==> src/rtl/wb_reg_bank_slave.sv <==
// Wishbone classic slave with NUM_REGS word registers; the last register is read-only (chronometer value).
// Optional error termination is enabled by defining WB_REG_BANK_ERR_EN.
module wb_reg_bank_slave #(
   parameter int WB_DATA_WIDTH    = 32,
   parameter int WB_ADDR_WIDTH    = 11,
   parameter int GRANULARITY      = 8,
   parameter int SLAVE_ADDR_WIDTH = 1,
   parameter int SLAVE_ADDR       = 0,
   parameter int NUM_REGS         = 4,
   parameter int WAIT_STATES      = 1
) (
   input  logic                                     clk_i,
   input  logic                                     rst_i,
   input  logic                                     cyc_i,
   input  logic                                     stb_i,
   input  logic                                     we_i,
   input  logic [WB_ADDR_WIDTH-1:0]                 addr_i,
   input  logic [WB_DATA_WIDTH/GRANULARITY-1:0]     sel_i,
   input  logic [WB_DATA_WIDTH-1:0]                 data_i,
   output logic [WB_DATA_WIDTH-1:0]                 data_o,
   output logic                                     ack_o,
`ifdef WB_REG_BANK_ERR_EN
   output logic                                     err_o,
`endif
   output logic [(NUM_REGS-1)*WB_DATA_WIDTH-1:0]    regs_o,
   output logic [NUM_REGS-2:0]                      wr_pulse_o,
   input  logic [15:0]                              value_i
);

   localparam int NL = WB_DATA_WIDTH / GRANULARITY;
   localparam int LB = $clog2(WB_DATA_WIDTH / 8);
   localparam int IW = $clog2(NUM_REGS);
   localparam int MSB = WB_ADDR_WIDTH - 1;

   typedef enum logic [1:0] {S_IDLE, S_WAIT, S_ACK} state_t;

   state_t                   state_q, state_d;
   logic [3:0]               cnt_q, cnt_d;
   logic                     ack_q, ack_d;
   logic [NUM_REGS-2:0]      pulse_q, pulse_d;
   logic [WB_DATA_WIDTH-1:0] data_q, data_d;
   logic [WB_DATA_WIDTH-1:0] regs_q [NUM_REGS-1];
   logic [WB_DATA_WIDTH-1:0] regs_d [NUM_REGS-1];
`ifdef WB_REG_BANK_ERR_EN
   logic                     err_q, err_d;
`endif

   logic          hit;
   logic          go;
   logic [IW-1:0] idx;
   logic          idx_ok;
   logic          idx_ro;
   logic          unused_ok;

   assign hit    = cyc_i & stb_i & (addr_i[MSB -: SLAVE_ADDR_WIDTH] == SLAVE_ADDR_WIDTH'(SLAVE_ADDR));
   assign idx    = addr_i[LB +: IW];
   assign idx_ro = (idx == IW'(NUM_REGS - 1));
   assign unused_ok = ^{addr_i, idx_ok};

   always_comb begin
      idx_ok = 1'b0;
      for (int unsigned k = 0; k < NUM_REGS; k++) begin
         if (idx == IW'(k)) idx_ok = 1'b1;
      end
   end

   always_comb begin
      state_d = state_q;
      cnt_d   = cnt_q;
      ack_d   = 1'b0;
      pulse_d = '0;
      data_d  = data_q;
      regs_d  = regs_q;
      go      = 1'b0;
`ifdef WB_REG_BANK_ERR_EN
      err_d   = 1'b0;
`endif
      case (state_q)
         S_IDLE: begin
            if (hit) begin
               if (WAIT_STATES == 0) begin
                  state_d = S_ACK;
                  go      = 1'b1;
               end else begin
                  state_d = S_WAIT;
                  cnt_d   = 4'(WAIT_STATES - 1);
               end
            end
         end
         S_WAIT: begin
            if (!hit) begin
               state_d = S_IDLE;
            end else if (cnt_q == '0) begin
               state_d = S_ACK;
               go      = 1'b1;
            end else begin
               cnt_d = cnt_q - 4'd1;
            end
         end
         S_ACK:   state_d = S_IDLE;
         default: state_d = S_IDLE;
      endcase

      // The transfer is committed on the same edge that enters ACK.
      if (go) begin
`ifdef WB_REG_BANK_ERR_EN
         if (!idx_ok || (we_i && idx_ro)) begin
            err_d  = 1'b1;
            data_d = '0;
         end else
`endif
         begin
            ack_d = 1'b1;
            if (we_i) begin
               for (int unsigned k = 0; k < NUM_REGS - 1; k++) begin
                  if (idx == IW'(k)) begin
                     pulse_d[k] = |sel_i;
                     for (int unsigned b = 0; b < NL; b++) begin
                        if (sel_i[b]) regs_d[k][b*GRANULARITY +: GRANULARITY] = data_i[b*GRANULARITY +: GRANULARITY];
                     end
                  end
               end
            end else begin
               data_d = '0;
               if (idx_ro) data_d = WB_DATA_WIDTH'(value_i);
               for (int unsigned k = 0; k < NUM_REGS - 1; k++) begin
                  if (idx == IW'(k)) data_d = regs_q[k];
               end
            end
         end
      end
   end

   always_ff @(posedge clk_i) begin
      if (rst_i) begin
         state_q <= S_IDLE;
         cnt_q   <= '0;
         ack_q   <= 1'b0;
         pulse_q <= '0;
         data_q  <= '0;
         for (int unsigned k = 0; k < NUM_REGS - 1; k++) regs_q[k] <= '0;
`ifdef WB_REG_BANK_ERR_EN
         err_q   <= 1'b0;
`endif
      end else begin
         state_q <= state_d;
         cnt_q   <= cnt_d;
         ack_q   <= ack_d;
         pulse_q <= pulse_d;
         data_q  <= data_d;
         regs_q  <= regs_d;
`ifdef WB_REG_BANK_ERR_EN
         err_q   <= err_d;
`endif
      end
   end

   always_comb begin
      for (int unsigned k = 0; k < NUM_REGS - 1; k++) regs_o[k*WB_DATA_WIDTH +: WB_DATA_WIDTH] = regs_q[k];
   end

   assign data_o     = data_q;
   assign ack_o      = ack_q;
   assign wr_pulse_o = pulse_q;
`ifdef WB_REG_BANK_ERR_EN
   assign err_o      = err_q;
`endif

endmodule

==> config.mk <==
export PLATFORM = sky130hd
export DESIGN_NAME = wb_reg_bank_slave
export DESIGN_NICKNAME = d
export VERILOG_FILES = /design/src/rtl/wb_reg_bank_slave.sv
export SDC_FILE = /design/constraint.sdc
export NUM_CORES = 1
export LEC_CHECK = 0
export BUFFER_PORTS_ARGS = -buffer_cell sky130_fd_sc_hd__clkbuf_2
export CAP_MARGIN = 20
export CORE_ASPECT_RATIO = 1.25
export CORE_MARGIN = 8
export CORE_UTILIZATION = 50
export CTS_CLUSTER_DIAMETER = 50
export DETAILED_ROUTE_END_ITERATION = 8
export PLACE_DENSITY = 0.78
export SYNTH_ARGS = -nofsm -noshare
export SYNTH_HDL_FRONTEND = slang
export SYNTH_SLANG_ARGS = --single-unit
==> constraint.sdc <==
create_clock -name clk_i -period 1.95 [get_ports clk_i]
set_clock_uncertainty 0.1 [all_clocks]
set_input_delay 0 -clock clk_i [delete_from_list [all_inputs] [get_ports clk_i]]
set_output_delay 0 -clock clk_i [all_outputs]
set_load 0.005 [all_outputs]
==> results_tabular.tex <==
\begin{tabular}{lr}
\hline
Metric & Value \\
\hline
\multicolumn{2}{l}{\textbf{Run status}} \\
Status & finished, final reports clean \\
\multicolumn{2}{l}{\textbf{Worst setup path}} \\
Termination of the worst setup path & data\_o[13] \\
Startpoint of the lowest-slack register-to-register path & cnt\_q[0] \\
CP Class & reg -> reg \\
RR Endpoint & data\_o[13] \\
Worst path buffer plus inverter count & 3 \\
Chain of cells forming the critical path & inv\_1, ha\_2, buf\_4, and3b\_1, a41oi\_4, buf\_12, a22o\_1 \\
Longest individual stage delay on the worst path & 330 ps \\
Startpoint of the worst setup timing path & cnt\_q[0] \\
CP max-delay cell & sky130\_fd\_sc\_hd\_\_dfxtp\_1 \\
FF-to-FF setup slack & 90 ps \\
Family with the most delay on the worst path & buffers and inverters \\
Depth of the worst register-to-register path & 7 \\
Critical path depth in cells & 7 \\
Max FO, Critical Path & 16 \\
Kind of start point of the critical path & flip-flop \\
CP Data Required Time & 2150 ps \\
Data arrival time at the worst-slack endpoint & 2060 ps \\
Crit path capture type & flip-flop \\
\multicolumn{2}{l}{\textbf{GRT}} \\
Initial antenna violation count & 0 \\
Wire length of the first global-routing pass & 29680 µm \\
Overflow after GRT & 0 \\
Gr usage total & 24.07\% \\
Pin count of the biggest net entering global routing & 53 \\
Vias in the first global route & 5694 \\
\multicolumn{2}{l}{\textbf{Synth}} \\
Yosys Warn Count & 0 \\
Area share of the largest cell type after synthesis & 46.92\% \\
Top cells by area, synth & sky130\_fd\_sc\_hd\_\_dfxtp\_1 47\%, sky130\_fd\_sc\_hd\_\_mux2i\_1 19\%, sky130\_fd\_sc\_hd\_\_nand2\_1 8.4\% \\
Proportion of synthesized flip-flops having asynchronous set or reset & 0\% \\
Netlist area before placement & 0.005888 mm² \\
Post-synthesis cell type with the largest combined area & sky130\_fd\_sc\_hd\_\_dfxtp\_1 \\
Number of instances in the synthesized netlist & 547 \\
Number of library cell types mapped by synthesis & 45 \\
Mean Syn Cell Area & 10.76 µm² \\
FF+latch count, synth & 138 \\
Share of synthesized area occupied by flip-flops and latches & 46.92\% \\
Synth Net Count & 616 \\
Top FF cell, synth & sky130\_fd\_sc\_hd\_\_dfxtp\_1 \\
Number of synthesized flops with an enable pin & 0 \\
\multicolumn{2}{l}{\textbf{Clock tree}} \\
TritonCTS clock tree & done \\
Register clock-pin slew on the reported worst setup and hold paths & 60 ps \\
CTS Buffer Depth & 2 \\
Root buffer cell & sky130\_fd\_sc\_hd\_\_clkbuf\_16 \\
Clock latency of the later-clocked register in the worst-skew pair & 410 ps \\
Clock buffer count from CTS & 17 \\
Number of H-tree branching levels & 4 \\
Count of clock tree sinks & 138 \\
\multicolumn{2}{l}{\textbf{Power}} \\
PD cells & 795.1 mW/mm² \\
Leakage power figure & 3.979 nW \\
Max VDD drop & 0.0004785 V \\
\multicolumn{2}{l}{\textbf{STA}} \\
Fin. max-slew vios & 0 \\
Fin crit period & 1864 ps \\
Actual slew at the worst max-slew pin & 669.1 ps \\
Rel. slew slack & 54.81\% \\
Fmax & 536.6 MHz \\
Total negative setup slack & 0 ps \\
Final hold viol count & 0 \\
Setup-failing EPs final & 0 \\
Final period utilization & 95.57\% \\
Min Hold Slack & 36.35 ps \\
Post-layout worst setup margin & 86.39 ps \\
\multicolumn{2}{l}{\textbf{Routing}} \\
Wire per inst & 19.52 µm \\
Via count & 5346 \\
Starting DRC count in detailed routing & 327 \\
DRC violation count after routing & 0 \\
Number of iterations in the first detailed-routing pass & 4 \\
Wire length after detailed routing & 18580 µm \\
Antenna Nets Post-Route & 0 \\
Detail-routed via count per cell & 5.616 \\
\multicolumn{2}{l}{\textbf{Cells and area}} \\
Synthesis-to-finish area growth & 40.93\% \\
Post-route standard cell area excluding fillers & 0.008298 mm² \\
Share of post-route cells with drive strength above 1 & 35.75\% \\
Final layout net count & 870 \\
Number of antenna repair diodes & 0 \\
\multicolumn{2}{l}{\textbf{Floorplan}} \\
Initial core utilization & 50.93\% \\
Placeable core region & 0.01156 mm² \\
Chip Height & 137.3 µm \\
Die outline width & 113.1 µm \\
Number of ports placed on the die boundary & 200 \\
Rows & 44 \\
Die outline area & 0.01553 mm² \\
\multicolumn{2}{l}{\textbf{Placed design}} \\
Number of buffer cells added on primary ports & 191 \\
Routability cong. & 0.8495 \\
Area after DPL & 0.007086 mm² \\
Half-perimeter wire length after detailed placement & 12860 µm \\
Placement-stage worst setup slack & -10.65 ps \\
\multicolumn{2}{l}{\textbf{Flow run}} \\
Max\_cap viols & 0 \\
\multicolumn{2}{l}{\textbf{Worst hold path}} \\
Hold crit path type & in -> reg \\
\hline
\end{tabular}
-- Yosys cell counts (2+ instances only) --
library cell	number
sky130_fd_sc_hd__nor3_1	3
sky130_fd_sc_hd__mux2i_1	112
sky130_fd_sc_hd__buf_2	14
sky130_fd_sc_hd__a2bb2oi_1	16
sky130_fd_sc_hd__a22o_1	16
sky130_fd_sc_hd__mux4_2	16
sky130_fd_sc_hd__nand2_1	132
sky130_fd_sc_hd__buf_6	8
sky130_fd_sc_hd__nor2b_1	2
sky130_fd_sc_hd__nand4_1	2
sky130_fd_sc_hd__nand4_2	7
sky130_fd_sc_hd__a31oi_1	3
sky130_fd_sc_hd__buf_4	4
sky130_fd_sc_hd__inv_1	8
sky130_fd_sc_hd__and2_1	3
sky130_fd_sc_hd__o2bb2ai_1	16
sky130_fd_sc_hd__dfxtp_1	138
sky130_fd_sc_hd__nor2_1	2
sky130_fd_sc_hd__nand3_1	4
sky130_fd_sc_hd__nor4b_1	3
sky130_fd_sc_hd__clkbuf_1	14
-- per-stage QoR --
stage / utilization (%) / cells / total power [mW]
6_report: 71.77 / 952 / 6.598
3_3_place_gp: 61.29 / 862 / 3.203
3_5_place_dp: 61.29 / 862 / 3.214
5_1_grt: 71.77 / 952 / 6.803
4_1_cts: 71.57 / 950 / 6.624
2_1_floorplan: - / 547 / 3.082
-- how the worst min path moves through the flow --
stage | end | startpoint | cells past startpoint | slack [ps]
finish | wr_pulse_o[1] | addr_i[3] | 3 | 40
global route | wr_pulse_o[1] | addr_i[3] | 3 | 30
CTS | wr_pulse_o[1] | addr_i[2] | 3 | 10
detailed placement | regs_o[26] | data_i[26] | 3 | 190
global placement | regs_o[82] | data_i[18] | 3 | 170
floorplan | wr_pulse_o[1] | we_i | 2 | 70
-- report_power, final --
| part | switching [mW] | internal, mW | total, mW | leakage [nW] |
|---|---|---|---|---|
| Clock | 1.25 | 2.09 | 3.35 | 0.294 |
| Combinational | 0.217 | 0.211 | 0.428 | 2.57 |
| Sequential | 0.00162 | 2.82 | 2.82 | 1.11 |
-- placed cells by master, fill, tap and decap left out, types with 3 or more instances in the layout --
master | Yosys | routed
sky130_fd_sc_hd__nor3_1 | 3 | 3
sky130_fd_sc_hd__inv_6 | 0 | 3
sky130_fd_sc_hd__and2_1 | 3 | 3
sky130_fd_sc_hd__clkinvlp_4 | 0 | 3
sky130_fd_sc_hd__a22o_1 | 16 | 16
sky130_fd_sc_hd__dlygate4sd3_1 | 0 | 56
sky130_fd_sc_hd__clkbuf_16 | 0 | 17
sky130_fd_sc_hd__a2bb2oi_1 | 16 | 16
sky130_fd_sc_hd__inv_1 | 8 | 7
sky130_fd_sc_hd__buf_12 | 0 | 5
sky130_fd_sc_hd__a31oi_1 | 3 | 3
sky130_fd_sc_hd__o2bb2ai_1 | 16 | 16
sky130_fd_sc_hd__nand2_1 | 132 | 132
sky130_fd_sc_hd__nand3_1 | 4 | 4
sky130_fd_sc_hd__buf_4 | 4 | 24
sky130_fd_sc_hd__mux2i_1 | 112 | 112
sky130_fd_sc_hd__clkbuf_2 | 0 | 191
sky130_fd_sc_hd__nand4_2 | 7 | 6
sky130_fd_sc_hd__dfxtp_1 | 138 | 138
sky130_fd_sc_hd__bufinv_16 | 0 | 3
sky130_fd_sc_hd__mux4_2 | 16 | 16
-- kinds of logic after synthesis --
group	Yosys count	share of synthesized area [%]
mux	128	25.16
flops	138	46.92
fa+ha+maj	1	0.2125
compound gates	56	8.075
simple gates	175	14.94
buf+inv	49	4.696
-- area by class of cell --
cell class | instances | area, µm²
Sequential cell | 138 | 2763
Inverter | 8 | 31.28
Clock buffer | 20 | 456.7
Clock inverter | 12 | 161.4
Tap cell | 138 | 172.7
Timing Repair Buffer | 276 | 1797
Multi-Input combinational cell | 360 | 2917
Fill cell | 823 | 3263
-- worst min-delay path: cells and delay by family --
| kind | cells | cell delay (ps) |
|---|---|---|
| buffers and inverters | 1 | 150 |
| AND/OR/NAND/NOR | 2 | 350 |
-- metal layers --
layer  vias to the layer above  track usage, %  part of all wire (%)
met3                        46           6.096                   6.1
li1                       2467               -                     -
met1                      2617           24.83                    38
met5                         -               0                     0
met4                         0           11.35                   3.1
met2                       216           44.80                    53
-- state kept, by name, summed over array words and instances, names as in the netlist --
name / count
data_o: 32
cnt_q: 4
regs_o: 96
ack_o: 1
state_q: 2
wr_pulse_o: 3
-- timing repair --
action | CTS | global route
gates resized for setup | 2 | 2
hold buffers | 56 | 0
pin swaps | 0 | 3
endpoints found under the setup margin | 17 | 44
buffers inserted | 0 | 2
endpoints found under the hold margin | 120 | 0
Power figures use the tool's default switching activity.
